===== src/rtl/pump_drive_pkg.sv =====
// rtl/pump_drive_pkg.sv - shared types and timing helpers for the pump drive sequencer
package pump_drive_pkg;

    typedef enum logic [2:0] {
        IDLE       = 3'd0,
        VALVE_LEAD = 3'd1,
        RAMP       = 3'd2,
        RUN        = 3'd3,
        HOLDOFF    = 3'd4
    } seq_state_t;

    function automatic int unsigned pwm_max(input int unsigned bits);
        return (1 << bits) - 1;
    endfunction

    function automatic int unsigned cycles_per_ms(input int unsigned clk_hz);
        return (clk_hz / 1000 < 1) ? 1 : clk_hz / 1000;
    endfunction

    // Number of clock cycles spanned by a duration in ms.
    function automatic int unsigned ms_to_ticks(input int unsigned clk_hz, input int unsigned ms);
        return (clk_hz / 1000) * ms;
    endfunction

    function automatic int unsigned ramp_step(input int unsigned clk_hz, input int unsigned ramp_ms,
                                              input int unsigned bits);
        int unsigned step;
        step = ms_to_ticks(clk_hz, ramp_ms) / pwm_max(bits);
        return (step < 1) ? 1 : step;
    endfunction

endpackage


===== src/rtl/pwm_gen.sv =====
// rtl/pwm_gen.sv - free-running PWM counter with registered duty comparator
module pwm_gen
    import pump_drive_pkg::*;
#(
    parameter int unsigned PWM_BITS = 8
) (
    input  logic                clk,
    input  logic                rst_n,
    input  logic [PWM_BITS-1:0] duty,
    output logic                pwm
);

    // Period of PWM_MAX counts so that duty == PWM_MAX yields a solid high.
    localparam logic [PWM_BITS-1:0] CNT_TOP = PWM_BITS'(pwm_max(PWM_BITS) - 1);

    logic [PWM_BITS-1:0] cnt;

    always_ff @(posedge clk or negedge rst_n) begin
        if (!rst_n) begin
            cnt <= '0;
            pwm <= 1'b0;
        end else begin
            cnt <= (cnt == CNT_TOP) ? '0 : cnt + PWM_BITS'(1);
            pwm <= (cnt < duty);
        end
    end

endmodule


===== src/rtl/pump_drive_sequencer.sv =====
// rtl/pump_drive_sequencer.sv - valve-first pump soft-start sequencer with min-on, hold-off and fault override
module pump_drive_sequencer
    import pump_drive_pkg::*;
#(
    parameter int unsigned CLK_HZ        = 100_000_000,
    parameter int unsigned VALVE_LEAD_MS = 50,
    parameter int unsigned RAMP_MS       = 255,
    parameter int unsigned MIN_ON_MS     = 1000,
    parameter int unsigned MIN_OFF_MS    = 2000,
    parameter int unsigned PWM_BITS      = 8
) (
    input  logic                clk,
    input  logic                rst_n,
    input  logic                pump_req,
    input  logic                valve_req,
    input  logic                fault_in,
    output logic                pump_pwm,
    output logic                valve_open,
    output logic [PWM_BITS-1:0] duty,
    output logic [2:0]          seq_state,
    output logic                running
);

    localparam int unsigned TICK_DIV  = cycles_per_ms(CLK_HZ);
    localparam int unsigned RAMP_STEP = ramp_step(CLK_HZ, RAMP_MS, PWM_BITS);
    localparam int unsigned T_MAX01   = (VALVE_LEAD_MS > MIN_ON_MS) ? VALVE_LEAD_MS : MIN_ON_MS;
    localparam int unsigned T_MAX     = (T_MAX01 > MIN_OFF_MS) ? T_MAX01 : MIN_OFF_MS;
    localparam int TW = $clog2(T_MAX + 1);
    localparam int PW = $clog2(TICK_DIV + 1);
    localparam int SW = $clog2(RAMP_STEP + 1);

    localparam logic [TW-1:0]       LEAD_T    = TW'(VALVE_LEAD_MS);
    localparam logic [TW-1:0]       ON_T      = TW'(MIN_ON_MS);
    localparam logic [TW-1:0]       OFF_T     = TW'(MIN_OFF_MS);
    localparam logic [PW-1:0]       PRESC_TOP = PW'(TICK_DIV - 1);
    localparam logic [SW-1:0]       STEP_TOP  = SW'(RAMP_STEP - 1);
    localparam logic [PWM_BITS-1:0] DUTY_MAX  = PWM_BITS'(pwm_max(PWM_BITS));

    logic [1:0]          rst_sync;
    logic                rst_int;
    logic [PW-1:0]       presc;
    logic                tick;
    seq_state_t          state, state_next;
    logic [TW-1:0]       timer, timer_next, timer_inc, term;
    logic [SW-1:0]       step_cnt, step_next;
    logic [PWM_BITS-1:0] duty_next;
    logic                valve_next, running_next, stop_ok;

    // Asserts with rst_n immediately, releases two clocks later.
    always_ff @(posedge clk or negedge rst_n) begin
        if (!rst_n) rst_sync <= 2'b00;
        else        rst_sync <= {rst_sync[0], 1'b1};
    end
    assign rst_int = rst_sync[1];

    assign tick      = (presc == PRESC_TOP);
    assign seq_state = state;
    assign stop_ok   = !pump_req && (timer >= ON_T);

    // One shared timer; its meaning and terminal value depend on the state.
    always_comb begin
        term = '0;
        case (state)
            VALVE_LEAD: term = LEAD_T;
            RAMP, RUN:  term = ON_T;
            HOLDOFF:    term = OFF_T;
            default:    term = '0;
        endcase
        timer_inc = (tick && timer < term) ? timer + TW'(1) : timer;
    end

    always_comb begin
        state_next   = state;
        timer_next   = timer_inc;
        step_next    = '0;
        duty_next    = duty;
        valve_next   = valve_open;
        case (state)
            IDLE: begin
                timer_next = '0;
                duty_next  = '0;
                valve_next = valve_req && !fault_in;
                if (pump_req && !fault_in) begin
                    state_next = VALVE_LEAD;
                    valve_next = 1'b1;
                end
            end
            VALVE_LEAD: begin
                duty_next  = '0;
                valve_next = 1'b1;
                if (!pump_req) begin
                    state_next = HOLDOFF;
                    timer_next = '0;
                    valve_next = 1'b0;
                end else if (timer_inc >= LEAD_T) begin
                    state_next = RAMP;
                    timer_next = '0;
                end
            end
            RAMP: begin
                valve_next = 1'b1;
                if (stop_ok) begin
                    state_next = HOLDOFF;
                    timer_next = '0;
                    duty_next  = '0;
                    valve_next = 1'b0;
                end else if (step_cnt == STEP_TOP) begin
                    duty_next = duty + PWM_BITS'(1);
                    if (duty_next == DUTY_MAX) state_next = RUN;
                end else begin
                    step_next = step_cnt + SW'(1);
                end
            end
            RUN: begin
                duty_next  = DUTY_MAX;
                valve_next = 1'b1;
                if (stop_ok) begin
                    state_next = HOLDOFF;
                    timer_next = '0;
                    duty_next  = '0;
                    valve_next = 1'b0;
                end
            end
            HOLDOFF: begin
                duty_next  = '0;
                valve_next = valve_req && !fault_in;
                if (fault_in) begin
                    timer_next = '0;
                end else if (timer_inc >= OFF_T) begin
                    state_next = IDLE;
                    timer_next = '0;
                end
            end
            default: begin
                state_next = IDLE;
                timer_next = '0;
                duty_next  = '0;
                valve_next = 1'b0;
            end
        endcase
        // Fault beats min-on and any pending request.
        if (fault_in && state != IDLE) begin
            state_next = HOLDOFF;
            timer_next = '0;
            step_next  = '0;
            duty_next  = '0;
            valve_next = 1'b0;
        end
        running_next = (state == RUN) && (state_next == RUN);
    end

    always_ff @(posedge clk or negedge rst_int) begin
        if (!rst_int) begin
            presc      <= '0;
            state      <= IDLE;
            timer      <= '0;
            step_cnt   <= '0;
            duty       <= '0;
            valve_open <= 1'b0;
            running    <= 1'b0;
        end else begin
            presc      <= tick ? '0 : presc + PW'(1);
            state      <= state_next;
            timer      <= timer_next;
            step_cnt   <= step_next;
            duty       <= duty_next;
            valve_open <= valve_next;
            running    <= running_next;
        end
    end

    // Compare against the next duty so the PWM output changes together with duty.
    pwm_gen #(.PWM_BITS(PWM_BITS)) u_pwm (
        .clk   (clk),
        .rst_n (rst_int),
        .duty  (duty_next),
        .pwm   (pump_pwm)
    );

endmodule


===== config.mk =====
export PLATFORM = sky130hd
export DESIGN_NAME = pump_drive_sequencer
export DESIGN_NICKNAME = d
export VERILOG_FILES = /design/src/rtl/pump_drive_pkg.sv /design/src/rtl/pwm_gen.sv /design/src/rtl/pump_drive_sequencer.sv
export SDC_FILE = /design/constraint.sdc
export NUM_CORES = 1
export LEC_CHECK = 0
export ABC_AREA = 1
export CORE_ASPECT_RATIO = 0.5
export CORE_MARGIN = 2
export CORE_UTILIZATION = 50
export CTS_BUF_LIST = sky130_fd_sc_hd__clkbuf_4 sky130_fd_sc_hd__clkbuf_8
export DETAILED_ROUTE_END_ITERATION = 10
export PLACE_DENSITY = 0.66
export SKIP_LAST_GASP = 1
export SYNTH_ARGS = -nofsm -noshare
export SYNTH_HDL_FRONTEND = slang
export SYNTH_SLANG_ARGS = --single-unit
export TNS_END_PERCENT = 20

===== constraint.sdc =====
create_clock -name clk -period 6.3 [get_ports clk]
set_clock_uncertainty 0.2 [all_clocks]
set_input_delay 0.945 -clock clk [delete_from_list [all_inputs] [get_ports clk]]
set_output_delay 0.945 -clock clk [all_outputs]
set_load 0.01 [all_outputs]

## Word level (Yosys, flattened, before mapping)

Cells that the tools add are included.

- $add $sub $neg: 5
- $lt $le $gt $ge: 5
- Equal/unequal tests: 9
- Mux-type cells: 36
- Reductions and logical operators: 11

Operators by type and width:

| kind | number |
|---|---|
| 17-bit 2-to-1 mux | 5 |
| 11-bit 2-to-1 mux | 7 |
| 11-bit case mux with 3 select lines | 2 |
| 8-bit 2-to-1 mux | 5 |
| 17-bit by 1-bit adder with 17-bit output, second input constant | 2 |
| 17-bit equality test, second input constant | 2 |
| 3-bit 2-to-1 mux | 10 |
| 8-bit by 1-bit adder with 8-bit output, second input constant | 2 |
| 8-bit equality test, second input constant | 2 |
| 8-bit case mux with 2 select lines | 1 |
| 3-bit case mux with 5 select lines | 1 |
| 11-bit by 1-bit adder with 11-bit output, second input constant | 1 |
| 11-bit by 10-bit >= comparator with 1-bit output, second input constant | 1 |
| 11-bit >= comparator, second input constant | 1 |
| 11-bit by 6-bit >= comparator with 1-bit output, second input constant | 1 |
| 11-bit < comparator | 1 |
| 3-bit by 2-bit equality test with 1-bit output, second input constant | 3 |
| 8-bit < comparator | 1 |
| 1-bit logical AND | 6 |
| 1-bit 2-to-1 mux | 4 |
| 1-bit case mux with 4 select lines | 1 |
| 3-bit by 1-bit equality test with 1-bit output, second input constant | 1 |
| 3-bit equality test, second input constant | 1 |
| 3-bit logical NOT | 1 |
| 3 further kinds | 4 |

- Flip-flop bits (word level): 69
- Word-level logic and storage cells: 76

## Longest topological paths before layout

- Depth after elaboration: 13
- Gate-level depth with buffers: 24
- Gate-level depth less buffers: 21

## Cells and area by module

A second synthesis with hierarchy kept.

- Cells, all modules: 597
- Area, all modules: 4376.7 µm²

Modules (own cells, without submodules):

| module | instances | cells an instance | area each (µm²) |
|---|---|---|---|
| pump_drive_sequencer | 1 | 521 | 3761.1 |
| pwm_gen | 1 | 76 | 615.6 |

## Worst setup path before layout

Ideal clock, no wire load.

- Path kind: register to register
- Start: register state[0], in the netlist seq_state[0]
- End: register timer[3]
- Library setup time: 126 ps
- Data arrival time: 2843 ps
- Data required time: 5974 ps
- Setup slack: 3131 ps
- Stages on the path, launching flop included: 24
- Buffers on the path: 3
- Period minus slack after synthesis: 3169 ps
- Cell sequence: dfrtp_1 -> buf_2 -> nor2_1 -> inv_2 -> nor2_1 -> nor2_1 -> ha_1 -> nand2_1 -> nor2_1 -> nand2_1 -> nor2_1 -> nor2_4 -> nand2_4 -> buf_6 -> nand2_1 -> nand2_1 -> nand3_1 -> nor2_1 -> nor2_1 -> nor2_1 -> nand2_1 -> nand2_2 -> buf_6 -> nor2_2

- Cells in the longest elaborated chain, start to end: 11
- Elaborated cells between the ends (all ways): 20
- Classes of those cells: order compare: 3; eq/ne: 4; mux: 9; reduce/logical: 4

Ends and longest elaborated chain:

| item | line | RTL |
|---|---|---|
| start, declared | pump_drive_sequencer.sv:43 | `seq_state_t state, state_next;` |
| start signal, assigned | pump_drive_sequencer.sv:163 | `state <= state_next;` |
| 3-bit by 2-bit equality test with 1-bit output | pump_drive_sequencer.sv:63, pump_drive_sequencer.sv:78 |  |
| 2-bit OR reduction (no source line) | - |  |
| 11-bit case mux with 3 select lines | pump_drive_sequencer.sv:63 | `case (state)` |
| 11-bit < comparator | pump_drive_sequencer.sv:69 | `timer_inc = (tick && timer < term) ? timer + TW'(1) : timer;` |
| 1-bit logical AND | pump_drive_sequencer.sv:69 |  |
| 11-bit 2-to-1 mux | pump_drive_sequencer.sv:69 |  |
| 11-bit >= comparator / 11-bit by 6-bit >= comparator with 1-bit output (equally long branches) | pump_drive_sequencer.sv:129, pump_drive_sequencer.sv:95 |  |
| 11-bit 2-to-1 mux, on equally long branches | pump_drive_sequencer.sv:129, pump_drive_sequencer.sv:95 |  |
| 11-bit 2-to-1 mux, on equally long branches | pump_drive_sequencer.sv:127, pump_drive_sequencer.sv:91 |  |
| 11-bit case mux with 3 select lines | pump_drive_sequencer.sv:78 | `case (state)` |
| 11-bit 2-to-1 mux (*) | pump_drive_sequencer.sv:142 | `if (fault_in && state != IDLE) begin` |
| via timer_next[3] | pump_drive_sequencer.sv:44 | `logic [TW-1:0] timer, timer_next, timer_inc, term;` |
| end signal, assigned | pump_drive_sequencer.sv:164 | `timer <= timer_next;` |
| end, declared | pump_drive_sequencer.sv:44 |  |

The timed path passes the listed nets; every way through them passes the cells marked *.

## Worst setup path in the final report

- Start: register state[0], in the netlist seq_state[0]
- End: register timer[10]

Same word-level chain as after synthesis.

==> summary.md <==
| Metric | Value |
|---|---|
| Status | finished, final reports clean |
| Crit-path max FO | 13 |
| GRT overflow | 0 |
| Met2 wire length | 3.92 mm |
| Final setup violating endpoints | 0 |
| Post-synth EDFFs | 0 |
| Worst EP arrival | 3.57 ns |
| Crit path buf inv count | 2 |
| Peak supply drop | 0.169 mV |
| Slowest stage delay, CP | 0.48 ns |
| Layout cells sized above 1 | 0.0982 |
| CP max stage cell | dfrtp_1 |
| Avg Inst Size Synth | 7.51 sq um |
| Met3 WL | around 310 microns |
| Worst setup SP type | flop |
| Async set or reset register ratio after synthesis | 1.00 |
| CTS root buffer | clkbuf_8 |
| Num CTS Buffers | 9 |
| DP Wirelength | 6.43 mm |
| Static leakage power | 0.00232 uW |
| WL/cell | 11.7 microns |
| Chip Width | 135 microns |
| Worst skew pair latency | 0.35 ns |
| CTS tree | done |
| Worst-path clk slew | 0.07 ns |
| RSZ-0062 raised after global routing | no |
| Cell taking the most area after synthesis | dfrtp_1 |
| F_max | 286 MHz |
| Yosys reg bits | 69 |
| Final worst slack | ~2.8 ns |
| Vias per cell | 4.93 |
| DRT iter0 DRCs | 190 |
| First-pass GRT wire length | 15.0 mm |
| Syn Nets | 598 |
| NumNets Final | 624 |
| Syn Inst Count | 570 |
| Mapped Area | about 4300 sq um |
| Core ar. | about 8100 sq um |
| Maximum root-to-sink buffer count | 2 |
| # rows | 23 |
| Ys flop type | dfrtp_1 |
| P&R area growth vs syn | 11.8% |
| Delay-heaviest family, CP | simple AND/OR/NAND/NOR gates |
| Post-layout min period | around 3.5 ns |
| RePlAce Congestion | roughly 0.95 |
| Crit. End Element | flop |
| Final Non-Filler Cells | 713 |
| Max Slew Vio Count | 0 |
| Largest net degree at the start of global routing | 62 |
| Worst rel slew slack | 0.493 |
| DRC viols | 0 |
| Dpl ws | ~2.9 ns |
| Die height | 69.4 microns |
| Crit path kind | reg -> reg |
| Via count | between 3000 and 4000 |
| Required time of the worst setup path | ~6.4 ns |
| ANT cells | 0 |
| Cell mode on critical path | nand2_1 |
| Fin crit share | 0.555 |
| # IOs | 19 |
| Top cell type's share of synthesized area | 0.403 |
| Drt total wl | 8.35 mm |
| Die ar. | 9360 sq um |
| Hold Vio Cnt, Final | 0 |
| Initial antenna violation count | 0 |
| Synth cell types | 44 |
| Ys Warns | 0 |
| ANT nets after route | 0 |
| Setup TNS | 0 ns |
| Hold crit path type | reg -> reg |
| Most common cell in the netlist | nand2_1 |
| H-Tree Depth | 3 |
| Crit-path cells | nor2_1 > inv_2 > nor2_1 > nor2_1 > ha_1 > nand2_1 > nor2_1 > nand2_1 > nor2_1 > nor2_4 > nand2_4 > nand2_1 > nand2_1 > nand2_1 > inv_1 > nand2_1 > nor2_2 > nand3_2 > nand2_1 > nand2_2 > nor2_1 |
| Top layer in use | met4 |
| Most area-consuming cells after synthesis | dfrtp_1 40%, nand2_1 10%, inv_1 7.4%, nor2_1 7.1%, ha_1 6.7% |
| Seq/Total Area, Yosys | 0.403 |
| PD cells | 173 nW/um^2 |
| Tot GR Track Use | 0.201 |
| Inst Count DP | 696 |
| Vias in the first global route | 3453 |
| Detailed Routing Iterations Pass 1 | 5 |
| Starting Density | 0.526 |
| Worst-margin pin slew | 0.761 ns |
| Synth cell count leaders | 114 x nand2_1, 84 x inv_1, 81 x nor2_1, 69 x dfrtp_1, 32 x a21oi_1 |
| Sink Count | approximately 70 |
| WL met1 | 3.98 mm |
| MaxCap Viol Count | 0 |
| Number of buffers added on ports | 18 |
-- layout by cell type (no fill, tap or decap), types with 12 or more instances in the layout --
cell	count
nand2_1	114
inv_1	84
nor2_1	81
dfrtp_1	68
a21oi_1	32
nand3_1	30
ha_1	23
nor3_1	19
clkdlybuf4s50_1	18
o21ai_0	17
nor2_2	12
-- power by group --
| part | leakage [uW] | switching (uW) | internal (uW) |
|---|---|---|---|
| sequential | 0.000933 | 0.285 | 444 |
| combinational | 0.00128 | 13.0 | 4.65 |
| clock | 0.000103 | 164 | 201 |
| total | 0.00232 | 177 | 649 |
-- registers in the layout, indices dropped and copies added (netlist names) --
name and cells:
step_cnt 17, rst_sync 2, seq_state 3, presc 17, running 1, valve_open 1, u_pwm.cnt 8, u_pwm.pwm 1
duty 8, timer 11
-- stage by stage --
stage                     utilization  hold slack (ns)  power [uW]  instance area [sq um]
after global routing            0.587            0.169         862                   4780
after global placement          0.562           -0.113         471                   4570
after floorplan                     -            0.131         464                   4280
final                           0.587            0.154         827                   4780
after detailed placement        0.562           -0.111         471                   4570
after CTS                       0.587            0.158         846                   4780
-- final cells by class --
class,instances,area [sq um]
clock buffer,12,153
multi-input combinational,400,2160
clock inverter,4,47.5
fill,756,3360
sequential,69,1730
timing repair buffer,20,198
inverter,96,360
tap,112,140
-- worst paths after layout --
check | from | endpoint | slack, ns | cells past startpoint
min reg2reg | rst_sync[0] | rst_sync[1] | 0.15 | 0
min in group asynchronous | rst_sync[1] | u_pwm.cnt[5] | 0.24 | 1
min | rst_sync[0] | rst_sync[1] | 0.15 | 0
max reg2reg | seq_state[0] | timer[10] | 2.81 | 21
max | seq_state[0] | timer[10] | 2.81 | 21
max in group asynchronous | rst_sync[1] | presc[0] | 5.16 | 1
-- repair_timing --
item | 4_1_cts | 5_1_grt
resized for setup | 0 | 0
hold buffers | 1 | 0
hold endpoints to repair | 6 | 0
setup buffers | 0 | 0
-- logic make-up (layout without fill, tap and decap cells) --
| family | count (synthesis) | after routing | share of synthesized area |
|---|---|---|---|
| and+or+nand+nor | 287 | 287 | 0.304 |
| xor gates and xnor gates | 15 | 15 | 0.0307 |
| AOI/OAI and AO/OA | 74 | 74 | 0.102 |
| buffers and inverters | 101 | 132 | 0.0924 |
| adders and majority gates | 23 | 23 | 0.0672 |
| DFF | 69 | 69 | 0.403 |
| other | 1 | 1 | 0.000876 |
-- layer usage --
metal  track usage  vias up
met5             0        -
met4        0.0819        0
met3        0.0577       13
met2         0.332       50
met1         0.249     1572
li1              -     1877
Power figures use the tool's default switching activity.
==> edit (same flow settings) <==
Register the output `duty` once more, cleared by the reset; this adds one clock of latency there. The other outputs are not delayed to match. Comments in the files are not updated.
--- a/src/rtl/pump_drive_sequencer.sv
+++ b/src/rtl/pump_drive_sequencer.sv
@@ -38,2 +38,4 @@
 
+    logic [PWM_BITS-1:0] duty_s0;
+
     logic [1:0]          rst_sync;
@@ -75,3 +77,3 @@
         step_next    = '0;
-        duty_next    = duty;
+        duty_next    = duty_s0;
         valve_next   = valve_open;
@@ -107,3 +109,3 @@
                 end else if (step_cnt == STEP_TOP) begin
-                    duty_next = duty + PWM_BITS'(1);
+                    duty_next = duty_s0 + PWM_BITS'(1);
                     if (duty_next == DUTY_MAX) state_next = RUN;
@@ -157,3 +159,3 @@
             step_cnt   <= '0;
-            duty       <= '0;
+            duty_s0    <= '0;
             valve_open <= 1'b0;
@@ -165,3 +167,3 @@
             step_cnt   <= step_next;
-            duty       <= duty_next;
+            duty_s0    <= duty_next;
             valve_open <= valve_next;
@@ -179,2 +181,10 @@
 
+    always_ff @(posedge clk or negedge rst_n) begin
+        if (!rst_n) begin
+            duty <= '0;
+        end else begin
+            duty <= duty_s0;
+        end
+    end
+
 endmodule
Formal check against the unedited RTL: no difference found for any inputs over 10 cycles, from zero or initial values and one cycle with rst_n low; that may be too few to reach the edited logic, so the function may still have changed.
==> edit against the unedited design <==
  * Routed wire length rose by 8.2%
  * Critical path type unchanged
  * Final cell count rose by 5.0%
  * Sequential share of layout area rose by 2.0 points
  * Combinational power rose by 11%
  * Design area rose by 5.7%
  * Synthesized area rose by 5.6%
  * Hold slack improved by 0.0058 ns
  * Largest cell class unchanged
  * Sequential cell count rose by 8
  * Largest power group unchanged
  * Power rose by 15%
  * Critical path depth fell by 3
  * Setup slack improved by 0.17 ns
==> edit: results (changes against the unedited design) <==
\begin{tabular}{lr}
\hline
Metric & Value \\
\hline
\multicolumn{2}{l}{\textbf{Synth}} \\
Top post-synthesis cells by count & 134 x nand2\_1, 95 x inv\_1, 81 x nor2\_1, 77 x dfrtp\_1, 34 x nand3\_1 \\
Sequential cell area fraction in the yosys report & 0.426 (+0.0231) \\
Leading post-synthesis cells by cell area & dfrtp\_1 43\%, nand2\_1 11\%, inv\_1 7.9\%, nor2\_1 6.7\%, ha\_1 6.4\% \\
Syn\_nets & 629 (+5.2\%) \\
Avg Synthesized Cell Area & 7.52 sq um (+0.11\%) \\
Count of different cell masters after synthesis & 38 (-14\%) \\
\multicolumn{2}{l}{\textbf{Placed design}} \\
Weighted congestion at the end of routability-driven global placement & 0.875 (-7.6\%) \\
Placed cell count & 733 (+5.3\%) \\
HPWL after DPL & 6.60 mm (+2.5\%) \\
Cell area after placement & 0.00483 sq mm (+5.6\%) \\
Post-Place Worst Slack & 2.80 ns (-0.0579 ns) \\
\multicolumn{2}{l}{\textbf{Drt}} \\
Met3 routed WL & 321 microns (+3.2\%) \\
Routed metal-1 wirelength & 4.65 mm (+17\%) \\
First-pass iteration count of the detailed router & 4 (-1) \\
Total Routed Length & 9.03 mm (+8.2\%) \\
Met2 WL & 3.99 mm (+1.7\%) \\
Drt initial violations & 216 (+14\%) \\
\multicolumn{2}{l}{\textbf{Final layout}} \\
Layout net count & 655 (+5.0\%) \\
Synthesis-to-finish area growth & 11.9\% \\
Fill cells & 818 (+8.2\%) \\
Multi-input combinational cell area & 0.00219 sq mm (+1.5\%) \\
Clock buffers and inverters, area share & 0.0453 (+0.00343) \\
Number of standard cells in the layout, taps in and fillers out & 749 (+5.0\%) \\
Final core occ & 0.579 (-0.00874) \\
Fraction of layout instances using a drive strength above 1 & 0.0886 (-0.00956) \\
Number of non-clock inverters & 100 (+4.2\%) \\
FF/Latch Area & 0.00193 sq mm (+12\%) \\
Multi-input gates & 420 (+5.0\%) \\
\multicolumn{2}{l}{\textbf{Critical path}} \\
Worst Path Arrival & 3.42 ns (-0.15 ns) \\
Crit-path max FO & 12 (-1) \\
Register-to-register path setup slack & 2.97 ns (+0.17 ns) \\
Depth of the worst register-to-register path & 18 (-14\%) \\
Stage delay of the slowest cell on the critical path & 0.50 ns (+0.02 ns) \\
Capturing point of the worst reg2reg path & timer[6] \\
\multicolumn{2}{l}{\textbf{Power}} \\
Static leakage power & 2.46 nW (+6.1\%) \\
Worst vdd ir & 0.127 mV (-25\%) \\
\multicolumn{2}{l}{\textbf{GRT}} \\
Overall routing resource usage & 0.196 (-0.00524) \\
Wire length of the first global-routing pass & 15.3 mm (+2.1\%) \\
\multicolumn{2}{l}{\textbf{Outcome}} \\
Outcome & finished clean \\
\multicolumn{2}{l}{\textbf{Timing}} \\
Tightest hold margin & 0.160 ns (+0.00581 ns) \\
Worst slew margin relative to its limit & 0.425 (-0.0680) \\
\multicolumn{2}{l}{\textbf{Clock network}} \\
Clock insertion delay at the later pin of the skew report & 0.37 ns (+0.02 ns) \\
Clock Sinks & 77 (+12\%) \\
\hline
\end{tabular}
==> edit: changes by cell type after synthesis, moves of 3 or more <==
cell | unedited run | this run
nor2_2 | 12 | 20
nand3_1 | 30 | 34
nand2_2 | 5 | 8
nand2_1 | 114 | 134
inv_2 | 11 | 4
dfrtp_1 | 69 | 77
inv_1 | 84 | 95
==> edit: per-layer routing <==
layer,up-vias,track usage
met5,-,0
met4,0,0.0420
met3,10,0.0582
met2,43,0.314
met1,1629,0.269
li1,1946,-
==> edit: report_power, final <==
| group | switching [mW] | total, mW | internal [mW] |
|---|---|---|---|
| clock network | 0.206 | 0.436 | 0.230 |
| logic | 0.0151 | 0.0196 | 0.00449 |
| registers | 0.000214 | 0.495 | 0.495 |
==> edit: cells by family after synthesis <==
family / synth area share
XOR/XNOR: 0.0271
AND/OR/NAND/NOR: 0.312
AO/OA/AOI/OAI: 0.0817
other: 0.000830
buffers and inverters: 0.0886
flip-flops: 0.426
adder cells (fa/ha/maj): 0.0637
